===== config.mk =====
export PLATFORM = sky130hd
export DESIGN_NAME = led_output_scheduler
export DESIGN_NICKNAME = d
export VERILOG_FILES = /design/src/rtl/led_sched_pkg.sv /design/src/rtl/switch_debouncer.sv /design/src/rtl/led_output_scheduler.sv
export SDC_FILE = /design/constraint.sdc
export NUM_CORES = 1
export LEC_CHECK = 0
export ABC_AREA = 1
export CORE_ASPECT_RATIO = 0.75
export CORE_MARGIN = 2
export CORE_UTILIZATION = 55
export CTS_CLUSTER_SIZE = 16
export DETAILED_ROUTE_END_ITERATION = 10
export GPL_ROUTABILITY_DRIVEN = 0
export GPL_TIMING_DRIVEN = 0
export PLACE_DENSITY_LB_ADDON = 0.3
export SETUP_SLACK_MARGIN = 0.02
export SYNTH_ARGS = -nofsm -noshare
export SYNTH_HDL_FRONTEND = slang
export SYNTH_SLANG_ARGS = --single-unit

===== constraint.sdc =====
create_clock -name clk -period 2 [get_ports clk]
set_input_delay 0.3 -clock clk [delete_from_list [all_inputs] [get_ports clk]]
set_output_delay 0.3 -clock clk [all_outputs]
set_load 0.005 [all_outputs]

===== src/rtl/led_sched_pkg.sv =====
// Shared types and constants for the LED output scheduler and its switch debouncer.
package led_sched_pkg;

    // Source-selection state machine: two settled states and two pending states
    // that keep driving the old source until the next PWM wrap.
    typedef enum logic [1:0] {
        S_PWM     = 2'd0,
        S_NIOS    = 2'd1,
        S_TO_NIOS = 2'd2,
        S_TO_PWM  = 2'd3
    } sched_state_t;

    localparam logic MODE_NIOS = 1'b1;
    localparam logic MODE_PWM  = 1'b0;

    // 20 ms at 50 MHz.
    localparam int DEFAULT_DEBOUNCE_CYCLES = 1000000;

    localparam int LED_WIDTH = 8;

    // Replicate the PWM level across the whole LED bank.
    function automatic logic [LED_WIDTH-1:0] pwm_fill(input logic level);
        return {LED_WIDTH{level}};
    endfunction

endpackage


===== src/rtl/switch_debouncer.sv =====
// Two-flop synchronizer followed by a stability counter; sw_stable only follows
// the synchronized input after it has disagreed for DEBOUNCE_CYCLES edges in a row.
module switch_debouncer
    import led_sched_pkg::*;
#(
    parameter int DEBOUNCE_CYCLES = DEFAULT_DEBOUNCE_CYCLES
) (
    input  logic clk,
    input  logic reset,
    input  logic sw_raw,
    output logic sw_stable
);

    localparam int CW = (DEBOUNCE_CYCLES > 2) ? $clog2(DEBOUNCE_CYCLES) : 1;
    localparam logic [CW-1:0] CNT_LAST = CW'(DEBOUNCE_CYCLES - 1);
    localparam logic [CW-1:0] CNT_ZERO = {CW{1'b0}};
    localparam logic [CW-1:0] CNT_ONE  = CW'(1);

    logic          sync_meta_r;
    logic          sw_sync_r;
    logic          sw_stable_r;
    logic [CW-1:0] db_cnt_r;

    // Bring the raw switch into the clock domain.
    always_ff @(posedge clk or posedge reset) begin
        if (reset) begin
            sync_meta_r <= 1'b0;
            sw_sync_r   <= 1'b0;
        end else begin
            sync_meta_r <= sw_raw;
            sw_sync_r   <= sync_meta_r;
        end
    end

    // Count consecutive disagreement; accept the new level once it has held long enough.
    always_ff @(posedge clk or posedge reset) begin
        if (reset) begin
            db_cnt_r    <= CNT_ZERO;
            sw_stable_r <= 1'b0;
        end else if (sw_sync_r == sw_stable_r) begin
            db_cnt_r    <= CNT_ZERO;
        end else if (db_cnt_r == CNT_LAST) begin
            db_cnt_r    <= CNT_ZERO;
            sw_stable_r <= sw_sync_r;
        end else begin
            db_cnt_r    <= db_cnt_r + CNT_ONE;
        end
    end

    assign sw_stable = sw_stable_r;

endmodule


===== src/rtl/led_output_scheduler.sv =====
// Shares the LED bank between the Nios PIO word and a PWM brightness generator.
// Source and duty changes are only applied on the PWM wrap so no runt pulse or
// half-switched word ever reaches the pins.
module led_output_scheduler
    import led_sched_pkg::*;
#(
    parameter int PWM_WIDTH       = 8,
    parameter int DEBOUNCE_CYCLES = DEFAULT_DEBOUNCE_CYCLES
) (
    input  logic                 clk,
    input  logic                 reset,
    input  logic                 sw_sel,
    input  logic [PWM_WIDTH-1:0] duty,
    input  logic [7:0]           nios_leds,
    output logic [7:0]           leds,
    output logic                 pwm_out,
    output logic                 period_start,
    output logic                 mode
);

    localparam logic [PWM_WIDTH-1:0] CNT_MAX  = {PWM_WIDTH{1'b1}};
    localparam logic [PWM_WIDTH-1:0] CNT_ZERO = {PWM_WIDTH{1'b0}};
    localparam logic [PWM_WIDTH-1:0] CNT_ONE  = PWM_WIDTH'(1);

    logic                 sw_stable_s;
    logic                 wrap_s;
    logic                 pwm_next_s;
    logic [7:0]           leds_next_s;
    logic [PWM_WIDTH-1:0] cnt_r;
    logic [PWM_WIDTH-1:0] duty_q_r;
    sched_state_t         state_r;
    logic                 mode_r;
    logic [7:0]           leds_r;
    logic                 pwm_r;
    logic                 period_start_r;

    switch_debouncer #(
        .DEBOUNCE_CYCLES(DEBOUNCE_CYCLES)
    ) u_sel_debouncer (
        .clk      (clk),
        .reset    (reset),
        .sw_raw   (sw_sel),
        .sw_stable(sw_stable_s)
    );

    assign wrap_s = (cnt_r == CNT_MAX);

    // Free-running period counter; the duty request is latched only at the wrap.
    always_ff @(posedge clk or posedge reset) begin
        if (reset) begin
            cnt_r    <= CNT_ZERO;
            duty_q_r <= CNT_ZERO;
        end else begin
            cnt_r <= cnt_r + CNT_ONE;
            if (wrap_s) begin
                duty_q_r <= duty;
            end else begin
                duty_q_r <= duty_q_r;
            end
        end
    end

    // Source selection: a stable switch change parks in a pending state, and the
    // applied mode only flips on the wrap edge while the request still holds.
    always_ff @(posedge clk or posedge reset) begin
        if (reset) begin
            state_r <= S_PWM;
            mode_r  <= MODE_PWM;
        end else begin
            case (state_r)
                S_PWM: begin
                    if (sw_stable_s == MODE_NIOS) state_r <= S_TO_NIOS;
                    else                          state_r <= S_PWM;
                end
                S_NIOS: begin
                    if (sw_stable_s == MODE_PWM) state_r <= S_TO_PWM;
                    else                         state_r <= S_NIOS;
                end
                S_TO_NIOS: begin
                    if (sw_stable_s != MODE_NIOS) begin
                        state_r <= S_PWM;
                    end else if (wrap_s) begin
                        state_r <= S_NIOS;
                        mode_r  <= MODE_NIOS;
                    end else begin
                        state_r <= S_TO_NIOS;
                    end
                end
                S_TO_PWM: begin
                    if (sw_stable_s != MODE_PWM) begin
                        state_r <= S_NIOS;
                    end else if (wrap_s) begin
                        state_r <= S_PWM;
                        mode_r  <= MODE_PWM;
                    end else begin
                        state_r <= S_TO_PWM;
                    end
                end
                default: begin
                    state_r <= S_PWM;
                    mode_r  <= MODE_PWM;
                end
            endcase
        end
    end

    // Next values for the pin registers, derived from the applied mode and duty.
    always_comb begin
        pwm_next_s  = (cnt_r < duty_q_r);
        leds_next_s = 8'h00;
        if (mode_r == MODE_NIOS) begin
            leds_next_s = nios_leds;
        end else begin
            leds_next_s = pwm_fill(pwm_next_s);
        end
    end

    // Pin registers: everything the board sees changes on the same edge.
    always_ff @(posedge clk or posedge reset) begin
        if (reset) begin
            leds_r         <= 8'h00;
            pwm_r          <= 1'b0;
            period_start_r <= 1'b0;
        end else begin
            leds_r         <= leds_next_s;
            pwm_r          <= pwm_next_s;
            period_start_r <= (cnt_r == CNT_ZERO);
        end
    end

    assign leds         = leds_r;
    assign pwm_out      = pwm_r;
    assign period_start = period_start_r;
    assign mode         = mode_r;

endmodule


==> impl_metrics.py <==
metrics = {
    "global_route": {
        "grt_pass1_wl_um": 8690,
        "grt_use_total": 0.220,
        "overflow": 0,
        "antenna_found_initial": 0,
        "grt_pass1_vias": 1957,
        "grt_start_max_net_pins": 36,
    },
    "sta": {
        "skew_ns": 0.00767,
        "rsz0062_at_grt": "false",
        "period_minus_slack_ns": 1.59,
        "hold_viol": 0,
        "final-setup-viol-count": 0,
        "drv_slew": 0,
        "relSlewSlack": 0.727,
        "tightest_slew_ns": 0.410,
        "clock.fmax_mhz": 628,
        "fin_ws_ns": 0.408,
        "fin_crit_sh": 0.796,
    },
    "finish": {
        "seq_area_mm2": 0.00130,
        "area_delta_synth_final_pct": 18.7,
        "layout-drive-gt1-share": 0.0742,
        "fin_nets": 365,
        "multi_input_area_mm2": 0.00108,
        "antenna_cells": 0,
        "nFillCells": 365,
    },
    "setup_path": {
        "critical_path_required_ns": 2.19,
        "r2r_slack_ns": 0.41,
        "path_depth": 6,
        "cp_cell_sequence": "ha_1 -> nand3_1 -> nor3_2 -> nand3_2 -> nand2_2 -> nor2_1",
        "startpoint_type": "flip-flop",
        "rr_worst_depth": 6,
        "end_kind": "flip-flop",
        "startpoint": "u_sel_debouncer.db_cnt_r[0]$_DFF_PP0_",
        "crit_fanout": 6,
        "critPathTopFamily": "simple AND/OR/NAND/NOR gates",
        "r2r-start": "u_sel_debouncer.db_cnt_r[0]$_DFF_PP0_",
        "reg2reg_to": "u_sel_debouncer.db_cnt_r[9]$_DFF_PP0_",
        "crit_slowest_cell": "dfrtp_1",
        "arrival_ns": 1.78,
        "critical-path-max-stage-delay_ns": 0.41,
        "critPathKind": "reg2reg",
        "path_buf_inv": 0,
    },
    "clock_network": {
        "postCtsSetupBuffers": 0,
        "cts_htree_levels": 2,
        "cts_buffer_depth": 2,
        "cts_root_buf": "clkbuf_8",
        "ctsHoldBuffers": 0,
        "cts_tree": "yes",
        "cts_buffers": 5,
        "cts_resized": 0,
        "cts_sinks": 52,
        "cts.clk_slew.worst_paths_ns": 0.09,
        "clk_latency_ns": 0.30,
    },
    "synthesis": {
        "synth_area_per_cell_um2": 8.47,
        "synth.distinct_cells": 27,
        "synth_area_leaders": "dfrtp_1 51%, nand2_1 10%, nor2_1 7.6%",
        "synth-seq-cells": 52,
        "synth_warnings": 0,
        "synth_cells": 299,
        "ys_seq_area_frac": 0.514,
        "synth_top_cell_by_area": "dfrtp_1",
        "synth_area_mm2": 0.00253,
        "yosysTopAreaCellShare": 0.514,
        "synth_fp_nets": 328,
    },
    "floorplan": {
        "initial_utilization": 0.570,
        "core_mm2": 0.00444,
        "die_area_mm2": 0.00517,
        "die_w_um": 82.3,
        "pin_count": 30,
        "die_y_um": 62.8,
        "row_count": 21,
    },
    "power": {
        "finalPower_mw": 1.82,
        "p_leak_nw": 1.34,
        "vdd_drop_max_mv": 0.486,
        "power.density_mw_per_mm2": 606,
    },
    "placement": {
        "hpwlAfterDp_um": 3770,
        "io_buffers": 29,
        "pre_cts_slack_ns": 0.418,
    },
    "min_path": {
        "hold_path_class": "in2async",
    },
    "detailed_routing": {
        "viasPerCell": 5.07,
        "first_pass_iters": 4,
        "drc_errors": 0,
        "post_drt_wl_per_cell_um": 12.2,
        "ant_nets": 0,
        "first_iter_violations": 150,
        "vias": 1997,
        "route.final.wire_length_um": 4810,
    },
    "run_status": {
        "status": "completed",
    },
    "run": {
        "maxCapViolations": 0,
    },
}
## area by class of cell
class,instances,area share
multi-input cells,210,0.361
plain buffers,4,0.00708
flip-flops and latches,52,0.433
clock inverters,2,0.00333
clock buffers,6,0.0275
repair buffers,30,0.103
inverters,33,0.0412
well taps,57,0.0237
## per-stage QoR
step,TNS (ns),hold slack [ns],utilization,cells,area (um2)
6_report,0,0.288,0.677,394,3010
5_1_grt,0,0.310,0.677,394,3010
4_1_cts,0,0.295,0.677,394,3010
3_5_place_dp,0,0.347,0.656,386,2910
3_3_place_gp,-27.20,0.334,0.651,385,2890
2_1_floorplan,0,0.331,-,299,2530
## cell usage in the layout, fill, tap and decap left out, drive strengths merged, types with 6 or more instances in the layout
cell,Yosys,routed
nand2,71,71
a21oi,13,13
ha,10,10
nand3,24,24
dfrtp,52,52
xor2,13,13
clkbuf,0,6
clkdlybuf4s50,0,29
inv,33,33
nor2,57,57
## sequential cells by signal (all words and copies together), names as in the netlist, named ones only
signal,count
state_r,1
mode,1
u_sel_debouncer.db_cnt_r,20
u_sel_debouncer.sw_sync_r,1
duty_q_r,8
u_sel_debouncer.sync_meta_r,1
leds,8
cnt_r,8
period_start,1
u_sel_debouncer.sw_stable,1
pwm_out,1
## worst max path at each step
stage,end,slack [ns]
6_report,u_sel_debouncer.db_cnt_r[9]$_DFF_PP0_,0.41
5_1_grt,u_sel_debouncer.db_cnt_r[9]$_DFF_PP0_,0.27
4_1_cts,u_sel_debouncer.db_cnt_r[9]$_DFF_PP0_,0.40
3_5_place_dp,u_sel_debouncer.db_cnt_r[9]$_DFF_PP0_,0.42
3_3_place_gp,cnt_r[1]$_DFF_PP0_,-0.53
2_1_floorplan,async pin,0.44
## where the power goes
| group | leakage [nW] | switching, mW | total (mW) | internal (mW) |
|---|---|---|---|---|
| sequential | 0.648 | 0.00990 | 1.08 | 1.07 |
| clock | 0.0510 | 0.332 | 0.609 | 0.277 |
| combinational | 0.639 | 0.0608 | 0.129 | 0.0686 |
## logic make-up after synthesis
| family | count (synthesis) | synth area share |
|---|---|---|
| buf+inv | 37 | 0.0573 |
| simple gates | 166 | 0.285 |
| mux | 1 | 0.00445 |
| compound gates | 17 | 0.0346 |
| fa+ha+maj | 10 | 0.0494 |
| flops | 52 | 0.514 |
| xor+xnor | 16 | 0.0554 |
## synthesized netlist by cell type
library cell	number
o21ai_0	2
xor2_1	13
and2_1	2
nand2_1	69
mux2_2	1
o21ai_1	1
buf_4	1
a21oi_1	13
nor2_1	51
buf_1	1
nor2_2	6
nor3_2	2
nand2_2	2
nor3_1	3
nor4_1	1
nand3_1	23
inv_1	33
nand3_2	1
o21a_1	1
nand3b_1	2
buf_2	2
ha_1	10
dfrtp_1	52
nand4_1	2
or2_0	1
nor3b_1	1
xnor2_1	3
## metal layers
metal  track usage  up-vias  share of wire
met1         0.314      941           0.47
met3        0.0650        7          0.072
met5             0        -              0
li1              -     1004              -
met4        0.0625        0          0.012
met2         0.326       45           0.44
## worst reg2reg max path, delay by kind of cell, from the launching register on
family | cells | cell delay [ns]
DFF | 1 | 0.41
and+or+nand+nor | 5 | 0.87
adders and majority gates | 1 | 0.21
Note: power is estimated with default switching activity, not from simulation.
